==> src/rtl/multdiv_seq_if.sv <==
// multdiv_seq_if: operand, control and result bundle between the execute stage and multdiv_seq
interface multdiv_seq_if #(parameter int WIDTH = 32);
  logic [WIDTH-1:0] data_operandA;
  logic [WIDTH-1:0] data_operandB;
  logic ctrl_MULT;
  logic ctrl_DIV;
  logic ctrl_signed;
  logic [2*WIDTH-1:0] data_result;
  logic data_exception;
  logic data_resultRDY;
  logic busy;
  modport master (
    output data_operandA, data_operandB, ctrl_MULT, ctrl_DIV, ctrl_signed,
    input data_result, data_exception, data_resultRDY, busy
  );
  modport slave (
    input data_operandA, data_operandB, ctrl_MULT, ctrl_DIV, ctrl_signed,
    output data_result, data_exception, data_resultRDY, busy
  );
endinterface

==> src/rtl/multdiv_seq.sv <==
// multdiv_seq: shift-add multiply / restoring divide sharing one add/sub datapath, one bit per clock
module multdiv_seq #(
  parameter int WIDTH = 32,
  parameter int CNT_W = $clog2(WIDTH+1)
) (
  input logic clock,
  input logic clrn,
  multdiv_seq_if.slave bus
);
  typedef enum logic [1:0] {IDLE, RUN, FIX} state_t;
  state_t state_q, state_d;
  logic [CNT_W-1:0] cnt_q, cnt_d;
  logic [WIDTH-1:0] acc_q, acc_d, low_q, low_d, m_q, m_d;
  logic div_q, div_d, sgn_q, sgn_d, neg_q, neg_d, dneg_q, dneg_d, dz_q, dz_d;
  logic [2*WIDTH-1:0] res_q, res_d;
  logic exc_q, exc_d, rdy_q, rdy_d, busy_q, busy_d;
  logic start, a_neg, b_neg;
  logic [WIDTH-1:0] mag_a, mag_b, quo, rem;
  logic [WIDTH:0] trial;
  logic [WIDTH+1:0] sum;
  logic [2*WIDTH-1:0] prod;
  assign start = state_q == IDLE && (bus.ctrl_MULT || bus.ctrl_DIV);
  assign a_neg = bus.ctrl_signed && bus.data_operandA[WIDTH-1];
  assign b_neg = bus.ctrl_signed && bus.data_operandB[WIDTH-1];
  assign mag_a = a_neg ? -bus.data_operandA : bus.data_operandA;
  assign mag_b = b_neg ? -bus.data_operandB : bus.data_operandB;
  // Divide subtracts from the shifted remainder; multiply adds into the upper half.
  assign trial = {acc_q, low_q[WIDTH-1]};
  assign sum = (div_q ? {1'b0, trial} : {2'b0, acc_q})
             + (div_q ? ~{2'b0, m_q} : {2'b0, m_q})
             + {{(WIDTH+1){1'b0}}, div_q};
  assign prod = neg_q ? -{acc_q, low_q} : {acc_q, low_q};
  assign quo = neg_q ? -low_q : low_q;
  assign rem = dneg_q ? -acc_q : acc_q;
  always_comb begin
    state_d = state_q;
    cnt_d = cnt_q;
    acc_d = acc_q;
    low_d = low_q;
    m_d = m_q;
    div_d = div_q;
    sgn_d = sgn_q;
    neg_d = neg_q;
    dneg_d = dneg_q;
    dz_d = dz_q;
    res_d = res_q;
    exc_d = exc_q;
    rdy_d = 1'b0;
    busy_d = busy_q;
    if (state_q == IDLE) begin
      if (start) begin
        div_d = !bus.ctrl_MULT;
        sgn_d = bus.ctrl_signed;
        neg_d = a_neg ^ b_neg;
        dneg_d = a_neg;
        m_d = bus.ctrl_MULT ? mag_a : mag_b;
        low_d = bus.ctrl_MULT ? mag_b : mag_a;
        acc_d = '0;
        cnt_d = CNT_W'(WIDTH);
        dz_d = !bus.ctrl_MULT && bus.data_operandB == '0;
        state_d = dz_d ? FIX : RUN;
        busy_d = 1'b1;
        exc_d = 1'b0;
      end
    end else if (state_q == RUN) begin
      cnt_d = cnt_q - CNT_W'(1);
      state_d = cnt_q == CNT_W'(1) ? FIX : RUN;
      if (div_q) begin
        acc_d = sum[WIDTH+1] ? trial[WIDTH-1:0] : sum[WIDTH-1:0];
        low_d = {low_q[WIDTH-2:0], !sum[WIDTH+1]};
      end else begin
        acc_d = low_q[0] ? sum[WIDTH:1] : {1'b0, acc_q[WIDTH-1:1]};
        low_d = {low_q[0] ? sum[0] : acc_q[0], low_q[WIDTH-1:1]};
      end
    end else begin
      state_d = IDLE;
      busy_d = 1'b0;
      rdy_d = 1'b1;
      res_d = dz_q ? '0 : div_q ? {rem, quo} : prod;
      exc_d = dz_q || (div_q ? sgn_q && !neg_q && low_q[WIDTH-1]
                     : sgn_q ? prod[2*WIDTH-1:WIDTH] != {WIDTH{prod[WIDTH-1]}}
                     : acc_q != '0);
    end
  end
  always_ff @(posedge clock or negedge clrn) begin
    if (!clrn) begin
      state_q <= IDLE;
      cnt_q <= '0;
      acc_q <= '0;
      low_q <= '0;
      m_q <= '0;
      div_q <= 1'b0;
      sgn_q <= 1'b0;
      neg_q <= 1'b0;
      dneg_q <= 1'b0;
      dz_q <= 1'b0;
      res_q <= '0;
      exc_q <= 1'b0;
      rdy_q <= 1'b0;
      busy_q <= 1'b0;
    end else begin
      state_q <= state_d;
      cnt_q <= cnt_d;
      acc_q <= acc_d;
      low_q <= low_d;
      m_q <= m_d;
      div_q <= div_d;
      sgn_q <= sgn_d;
      neg_q <= neg_d;
      dneg_q <= dneg_d;
      dz_q <= dz_d;
      res_q <= res_d;
      exc_q <= exc_d;
      rdy_q <= rdy_d;
      busy_q <= busy_d;
    end
  end
  assign bus.data_result = res_q;
  assign bus.data_exception = exc_q;
  assign bus.data_resultRDY = rdy_q;
  assign bus.busy = busy_q;
endmodule

==> src/flat_wrapper.sv <==
// flat-port wrapper written by rule: the top's interface ports become plain ports
module multdiv_seq_flat 
#(
  parameter int WIDTH = 32,
  parameter int CNT_W = $clog2(WIDTH+1)
)
  (clock, clrn, bus_data_operandA, bus_data_operandB, bus_ctrl_MULT, bus_ctrl_DIV, bus_ctrl_signed, bus_data_result, bus_data_exception, bus_data_resultRDY, bus_busy);
  multdiv_seq_if #(.WIDTH(WIDTH)) bus_i ();
  input logic clock;
  input logic clrn;
  input wire logic [$bits(bus_i.data_operandA)-1:0] bus_data_operandA;
  input wire logic [$bits(bus_i.data_operandB)-1:0] bus_data_operandB;
  input wire logic [$bits(bus_i.ctrl_MULT)-1:0] bus_ctrl_MULT;
  input wire logic [$bits(bus_i.ctrl_DIV)-1:0] bus_ctrl_DIV;
  input wire logic [$bits(bus_i.ctrl_signed)-1:0] bus_ctrl_signed;
  output wire logic [$bits(bus_i.data_result)-1:0] bus_data_result;
  output wire logic [$bits(bus_i.data_exception)-1:0] bus_data_exception;
  output wire logic [$bits(bus_i.data_resultRDY)-1:0] bus_data_resultRDY;
  output wire logic [$bits(bus_i.busy)-1:0] bus_busy;
  assign bus_i.data_operandA = bus_data_operandA;
  assign bus_i.data_operandB = bus_data_operandB;
  assign bus_i.ctrl_MULT = bus_ctrl_MULT;
  assign bus_i.ctrl_DIV = bus_ctrl_DIV;
  assign bus_i.ctrl_signed = bus_ctrl_signed;
  assign bus_data_result = bus_i.data_result;
  assign bus_data_exception = bus_i.data_exception;
  assign bus_data_resultRDY = bus_i.data_resultRDY;
  assign bus_busy = bus_i.busy;
  multdiv_seq #(.WIDTH(WIDTH), .CNT_W(CNT_W)) u_core (.clock(clock), .clrn(clrn), .bus(bus_i));
endmodule
==> config.mk <==
export PLATFORM = sky130hd
export DESIGN_NAME = multdiv_seq_flat
export DESIGN_NICKNAME = d
export VERILOG_FILES = /design/src/rtl/multdiv_seq_if.sv /design/src/rtl/multdiv_seq.sv /design/src/flat_wrapper.sv
export SDC_FILE = /design/constraint.sdc
export NUM_CORES = 1
export LEC_CHECK = 0
export CORE_MARGIN = 2
export CORE_UTILIZATION = 45
export DETAILED_ROUTE_END_ITERATION = 10
export PLACE_DENSITY = 0.77
export SLEW_MARGIN = 20
export SYNTH_ARGS = -nofsm -noshare
export SYNTH_HDL_FRONTEND = slang
export SYNTH_SLANG_ARGS = --single-unit
==> constraint.sdc <==
create_clock -name clock -period 4.59 [get_ports clock]
set_input_delay 1.377 -clock clock [delete_from_list [all_inputs] [get_ports clock]]
set_output_delay 1.377 -clock clock [all_outputs]
set_load 0.01 [all_outputs]
==> Word-level counts from Yosys, hierarchy flattened <==
Cells that the tools add are included.
{ "totals": {"input_bits": 69, "reg_bits": 176, "elab_cells": 90, "out_inout_bits": 67} }
{ "op_classes": {"bitwise_logic": 4, "reduce_logical": 19, "n_addsub": 8, "muxes": 40, "n_eq_ne": 5} }
{ "ops": {"columns": ["cell", "count"], "rows": [
  ["32-bit 2-to-1 mux", 16],
  ["64-bit 2-to-1 mux", 3],
  ["32-bit negator", 4],
  ["64-bit negator", 1],
  ["34-bit by 1-bit adder with 34-bit output", 1],
  ["34-bit adder", 1],
  ["34-bit 2-to-1 mux", 1],
  ["32-bit inverter with 34-bit output", 1],
  ["33-bit 2-to-1 mux", 1],
  ["32-bit logical NOT", 1],
  ["32-bit inequality test", 1],
  ["32-bit nonzero test", 1],
  ["6-bit 2-to-1 mux", 3],
  ["1-bit 2-to-1 mux", 11],
  ["2-bit 2-to-1 mux", 5],
  ["2-bit AND reduction", 4],
  ["6-bit by 1-bit == test with 1-bit output, second input constant", 1],
  ["1-bit logical AND", 6],
  ["6-bit by 1-bit subtractor with 6-bit output, second input constant", 1],
  ["2-bit by 1-bit inequality test with 1-bit output, second input constant", 2],
  ["1-bit logical NOT", 3],
  ["2-bit by 1-bit == test with 1-bit output, second input constant", 1],
  ["2-bit logical NOT", 1],
  ["1-bit logical OR", 2],
  ["other kinds (3)", 4]
]} }

==> Depth between registers and ports, before layout <==
{ "depth": {"word_depth": 8, "mapped_depth": 17, "depth_no_buf": 13} }

==> Least setup slack after synthesis <==
OpenSTA, ideal clock, no wires.
{ "synth_path": {"path_kind": "register to register", "startpoint": "register u_core.div_q", "endpoint": "register u_core.acc_q[29]", "path_slack_ps": 54, "synth_period_minus_slack_ps": 4536, "t_required_ps": 4489, "t_arrival_ps": 4435, "path_stages_with_launch": 18, "setup_ps": 101, "cell_sequence": "dfrtp_1 -> buf_1 -> clkbuf_1 -> clkbuf_1 -> clkbuf_1 -> xor2_1 -> ha_1 -> clkbuf_1 -> nand2_1 -> o21ai_0 -> o211ai_1 -> and4_1 -> a221oi_1 -> a31oi_1 -> clkbuf_1 -> a31oi_1 -> o21ai_1 -> o32ai_1"} }
{ "synth_between": {"elab_chain_len": 7, "elab_cells_between_ends": 9, "classes_between": "add/sub: 2; mux: 7"} }
{ "synth_lines": {"columns": ["item", "line_no", "source"], "rows": [
  ["start, declared", "multdiv_seq.sv:14", "logic div_q, div_d, sgn_q, sgn_d, neg_q, neg_d, dneg_q, dneg_d, dz_q, dz_d;"],
  ["start signal, assigned", "multdiv_seq.sv:107", "div_q <= div_d;"],
  ["33-bit 2-to-1 mux / 34-bit 2-to-1 mux (equally long branches)", "multdiv_seq.sv:29, multdiv_seq.sv:30", null],
  ["34-bit adder", "multdiv_seq.sv:30", "+ (div_q ? ~{2'b0, m_q} : {2'b0, m_q})"],
  ["34-bit by 1-bit adder with 34-bit output", "multdiv_seq.sv:31", "+ {{(WIDTH+1){1'b0}}, div_q};"],
  ["32-bit 2-to-1 mux (on tied branches)", "multdiv_seq.sv:72, multdiv_seq.sv:69", null],
  ["32-bit 2-to-1 mux *", "multdiv_seq.sv:68", "if (div_q) begin"],
  ["32-bit 2-to-1 mux *", "multdiv_seq.sv:65", "end else if (state_q == RUN) begin"],
  ["32-bit 2-to-1 mux *", "multdiv_seq.sv:50", "if (state_q == IDLE) begin"],
  ["end signal, assigned", "multdiv_seq.sv:89", "acc_q <= '0;"],
  ["end signal, assigned", "multdiv_seq.sv:104", "acc_q <= acc_d;"],
  ["end, declared", "multdiv_seq.sv:13", "logic [WIDTH-1:0] acc_q, acc_d, low_q, low_d, m_q, m_d;"]
]} }
Every way passes the cells marked *; elsewhere a longest branch is shown, timed or not. The select of a mux whose other input is x is not followed.
A chain may end at the register's enable or synchronous reset.

==> Worst setup path after layout <==
{ "layout_path": {"startpoint": "register u_core.div_q", "endpoint": "register u_core.acc_q[30]"} }
The elaborated chain is that of the path after synthesis.

==> summary.txt <==
Setup path
  – Reg2Reg Capture Point: u_core.acc_q[30]
  – Critical Path End: u_core.acc_q[30]
  – Element type at the critical path end: flop
  – Worst reg-to-reg path cell count: 13
  – Largest stage delay, worst path: 0.82 ns
  – Critical-path cell with the highest stage delay: dfrtp_4
  – Cell repeated most along the worst path: buf_4
  – Peak fanout along the critical path: 49
  – CP required: 4.98 ns
  – Critical Path, Cell by Cell: buf_4 -> xor2_1 -> ha_1 -> a211oi_1 -> o21ai_0 -> a221o_1 -> a41oi_1 -> a21oi_1 -> o41ai_1 -> buf_4 -> nor2b_1 -> mux2i_1 -> a32o_1
  – Worst reg2reg startpoint: u_core.div_q
  – Classification of the worst setup path: flop to flop
  – Setup crit start kind: flop
  – Worst setup path startpoint: u_core.div_q
  – R2r setup slk: 0.23 ns
  – Worst path arrival time: 4.75 ns

Place
  – Half-perimeter wire length after detailed placement: 37500 um
  – Weighted congestion reported at the end of routability-driven placement: 0.980
  – Input/output buffers: 135

Global route
  – Vias in the first global route: 14.2k
  – All-layer global routing usage: 28.1%
  – Antenna violations before repair: 0
  – GRT Residual Overflow: 0
  – Wire length of the first global-routing pass: 79500 um
  – Pin count of the biggest net entering global routing: 85

Clocking
  – Post-cts sizing count: 0
  – Number of buffers between clock root and the deepest sink: 2
  – Hold buffer count at cts: 0
  – Clock tree from TritonCTS: built
  – Clock slew at reported path FFs: 0.08 ns
  – Number of levels the H-tree was split into: 4
  – Clock tree root driver cell: clkbuf_16
  – Worst-skew pair later-pin latency: 0.46 ns
  – Post-CTS Setup Inserts: 0
  – Sinks on Clock Net: 176
  – Inserted Clock Buffers: 17

Floorplan
  – Die boundary height: 188 um
  – Site row count: 67
  – Starting utilization of the core area: 45.6%
  – Width of the die: 188 um
  – Overall die area: 35400 um2
  – Number of primary I/O pins: 136
  – Area inside the core boundary: 33400 um2

Synthesis
  – Net count of the mapped netlist: 2049
  – Seq/Total Area, Yosys: 28.9%
  – Synth Register Bits: 176
  – Per-instance average area after synthesis: 7.85 um2
  – Fraction of registers with async set/reset: 100%
  – Instance count of the mapped netlist: 1942
  – Post-synth EDFFs: 0
  – Dominant synthesized flop cell: dfrtp_1
  – Synthesis Warnings: 0
  – Number of different library cells in the post-synthesis netlist: 83
  – Post-Syn Area: 15200 um2

Routing
  – Wire length per cell after detailed routing: 20.5 um
  – Vias/cell: 6.28
  – First-pass iteration count of the detailed router: 5
  – Final wirelength: 50400 um
  – Total vias in the final route: 15.4k
  – Final ANT Viol Nets: 0
  – Post-detailed-route DRC marker count: 0
  – DRT iter0 DRCs: 1818

Layout
  – Synthesis-to-layout area growth: 15.7%
  – Count of nets after finishing: 2101
  – N_diodes: 0
  – Footprint of the multi-input gates: 9850 um2
  – Fraction of final layout cells sized beyond drive strength 1: 9.32%
  – Register Area: 4410 um2
  – Count of filler cells inserted in the layout: 3152

STA
  – Final critical delay including setup and external delays: 4.36 ns
  – Post-Route Skew: 0.0216 ns
  – Fmax achieved: 229 MHz
  – Number of pins with negative max-slew slack in the final report: 0
  – Unrepaired setup endpoints after global routing: no
  – Final critical-path share of the clock period: 95.0%
  – Slew @ Worst Pin: 1.15 ns
  – Final setup TNS: 0 ns
  – # setup viols final: 0
  – Slew Limit Headroom: 22.9%
  – Final-report hold violation count: 0

Run status
  – Outcome: finished, final reports clean

Run
  – Maximum Capacitance Violations: 0

Min path
  – Kind of path behind the tightest hold check: flop to flop
## synthesized netlist by cell type, types with 10 or more instances
master	n	share of area (%)
or4_1	23	1.1
o31ai_1	25	1.2
a221oi_1	12	0.69
o22ai_1	104	4.3
a211oi_1	21	1.0
xnor2_1	76	4.4
nand3_1	49	1.6
nor2b_1	18	0.74
mux2i_1	32	2.1
nand4_1	12	0.49
a21o_1	10	0.49
or2_2	11	0.45
o41ai_1	12	0.69
a31oi_1	19	0.78
and3_1	10	0.41
nor2_1	166	4.1
nor3_1	38	1.2
ha_1	37	3.0
xor2_1	125	7.2
buf_1	20	0.49
nor4_1	21	0.86
inv_1	97	2.4
nand2_1	149	3.7
o221ai_1	15	0.86
o21ai_0	144	4.7
nand2b_1	16	0.66
or3_1	26	1.1
mux2_2	48	3.5
clkbuf_1	132	3.2
a21oi_1	140	4.6
dfrtp_1	176	29
o211ai_1	16	0.79
## state kept, by name (all words and copies together), names as in the netlist
| signal | cells |
|---|---|
| u_core.cnt_q | 6 |
| u_core.dneg_q | 1 |
| u_core.neg_q | 1 |
| u_core.bus.data_resultRDY | 1 |
| u_core.acc_q | 32 |
| u_core.state_q | 2 |
| u_core.low_q | 32 |
| u_core.bus.data_result | 64 |
| u_core.dz_q | 1 |
| u_core.m_q | 32 |
| u_core.div_q | 1 |
| u_core.sgn_q | 1 |
| u_core.bus.data_exception | 1 |
| u_core.bus.busy | 1 |
## placed cells by master (no fill, tap or decap), types with 6 or more instances in the layout
cell             instances
and3_1                  10
o22ai_1                104
dfrtp_1                173
and4_1                   6
clkdlybuf4s50_1        134
buf_4                   57
or2_2                   11
nand4_1                 12
o31ai_1                 25
a21o_1                  10
or3_1                   26
o21ai_0                144
mux2_2                  48
a31oi_1                 18
ha_1                    37
nand2b_1                15
nor4_1                  21
o21bai_1                 8
o21a_1                   8
o221ai_1                15
a221oi_1                12
inv_1                   97
a21oi_1                140
xnor2_1                 76
and2_1                   9
xor2_1                 125
nor3_1                  38
nand2_1                148
nor2_1                 164
a2111oi_0                6
o41ai_1                 12
or4_1                   23
a211oi_1                21
mux2i_1                 32
o211ai_1                16
nand3_1                 49
clkbuf_16               17
nor2b_1                 17
## cell type report
| type | count | area share, % |
|---|---|---|
| Inverter | 99 | 2.11 |
| Multi-Input combinational cell | 1503 | 55.8 |
| Timing Repair Buffer | 197 | 10.7 |
| Sequential cell | 176 | 25.0 |
| Tap cell | 448 | 3.18 |
| Clock buffer | 17 | 2.41 |
| Clock inverter | 15 | 0.794 |
## metrics by stage
step	utilization [%]	cells	setup slack [ns]	cell area, um2	hold slack (ns)
6_report	52.7	2455	0.230	17600	0.485
5_1_grt	52.7	2455	0.158	17600	0.502
4_1_cts	52.7	2455	0.341	17600	0.489
3_5_place_dp	51.0	2423	0.193	17100	0.478
3_3_place_gp	51.0	2423	0.275	17100	0.463
2_1_floorplan	-	1942	0.0541	15200	0.447
## worst min path at each step
stage | startpoint | endpoint | slack, ns | cells past startpoint
6_report | u_core.cnt_q[4] | u_core.cnt_q[4] | 0.49 | 1
5_1_grt | u_core.cnt_q[4] | u_core.cnt_q[4] | 0.50 | 1
4_1_cts | u_core.cnt_q[4] | u_core.cnt_q[4] | 0.49 | 1
3_5_place_dp | u_core.cnt_q[4] | u_core.cnt_q[4] | 0.48 | 1
3_3_place_gp | u_core.cnt_q[4] | u_core.cnt_q[4] | 0.46 | 1
2_1_floorplan | u_core.cnt_q[4] | u_core.cnt_q[4] | 0.45 | 1
## metal layers
| layer | track usage [%] | routed length [um] | vias to the layer above |
|---|---|---|---|
| met5 | 0 | 0 | - |
| met4 | 9.30 | 1350 | 0 |
| li1 | - | - | 7137 |
| met3 | 3.61 | 4130 | 93 |
| met2 | 43.8 | 22700 | 802 |
| met1 | 40.1 | 22200 | 7374 |
## worst max-delay path, delay by kind of cell (launching register included)
family | cells | cell delay [ns]
xor gates and xnor gates | 1 | 0.27
muxes | 1 | 0.25
buffers and inverters | 2 | 0.53
and+or+nand+nor | 1 | 0.20
DFF | 1 | 0.82
adders and majority gates | 1 | 0.37
AOI/OAI and AO/OA | 7 | 1.83
## logic make-up (layout without fill, tap and decap cells)
logic type / Yosys count / count (layout) / share of synthesized area, %
mux: 80 / 80 / 5.65
buf+inv: 263 / 328 / 6.70
compound gates: 604 / 604 / 25.2
fa+ha+maj: 38 / 38 / 3.17
simple gates: 579 / 579 / 18.8
xor+xnor: 202 / 202 / 11.7
flops: 176 / 176 / 28.9
Power is left out: the tool's default activity adds up to more than one toggle a clock period on the data nets, which glitch-free logic cannot reach.
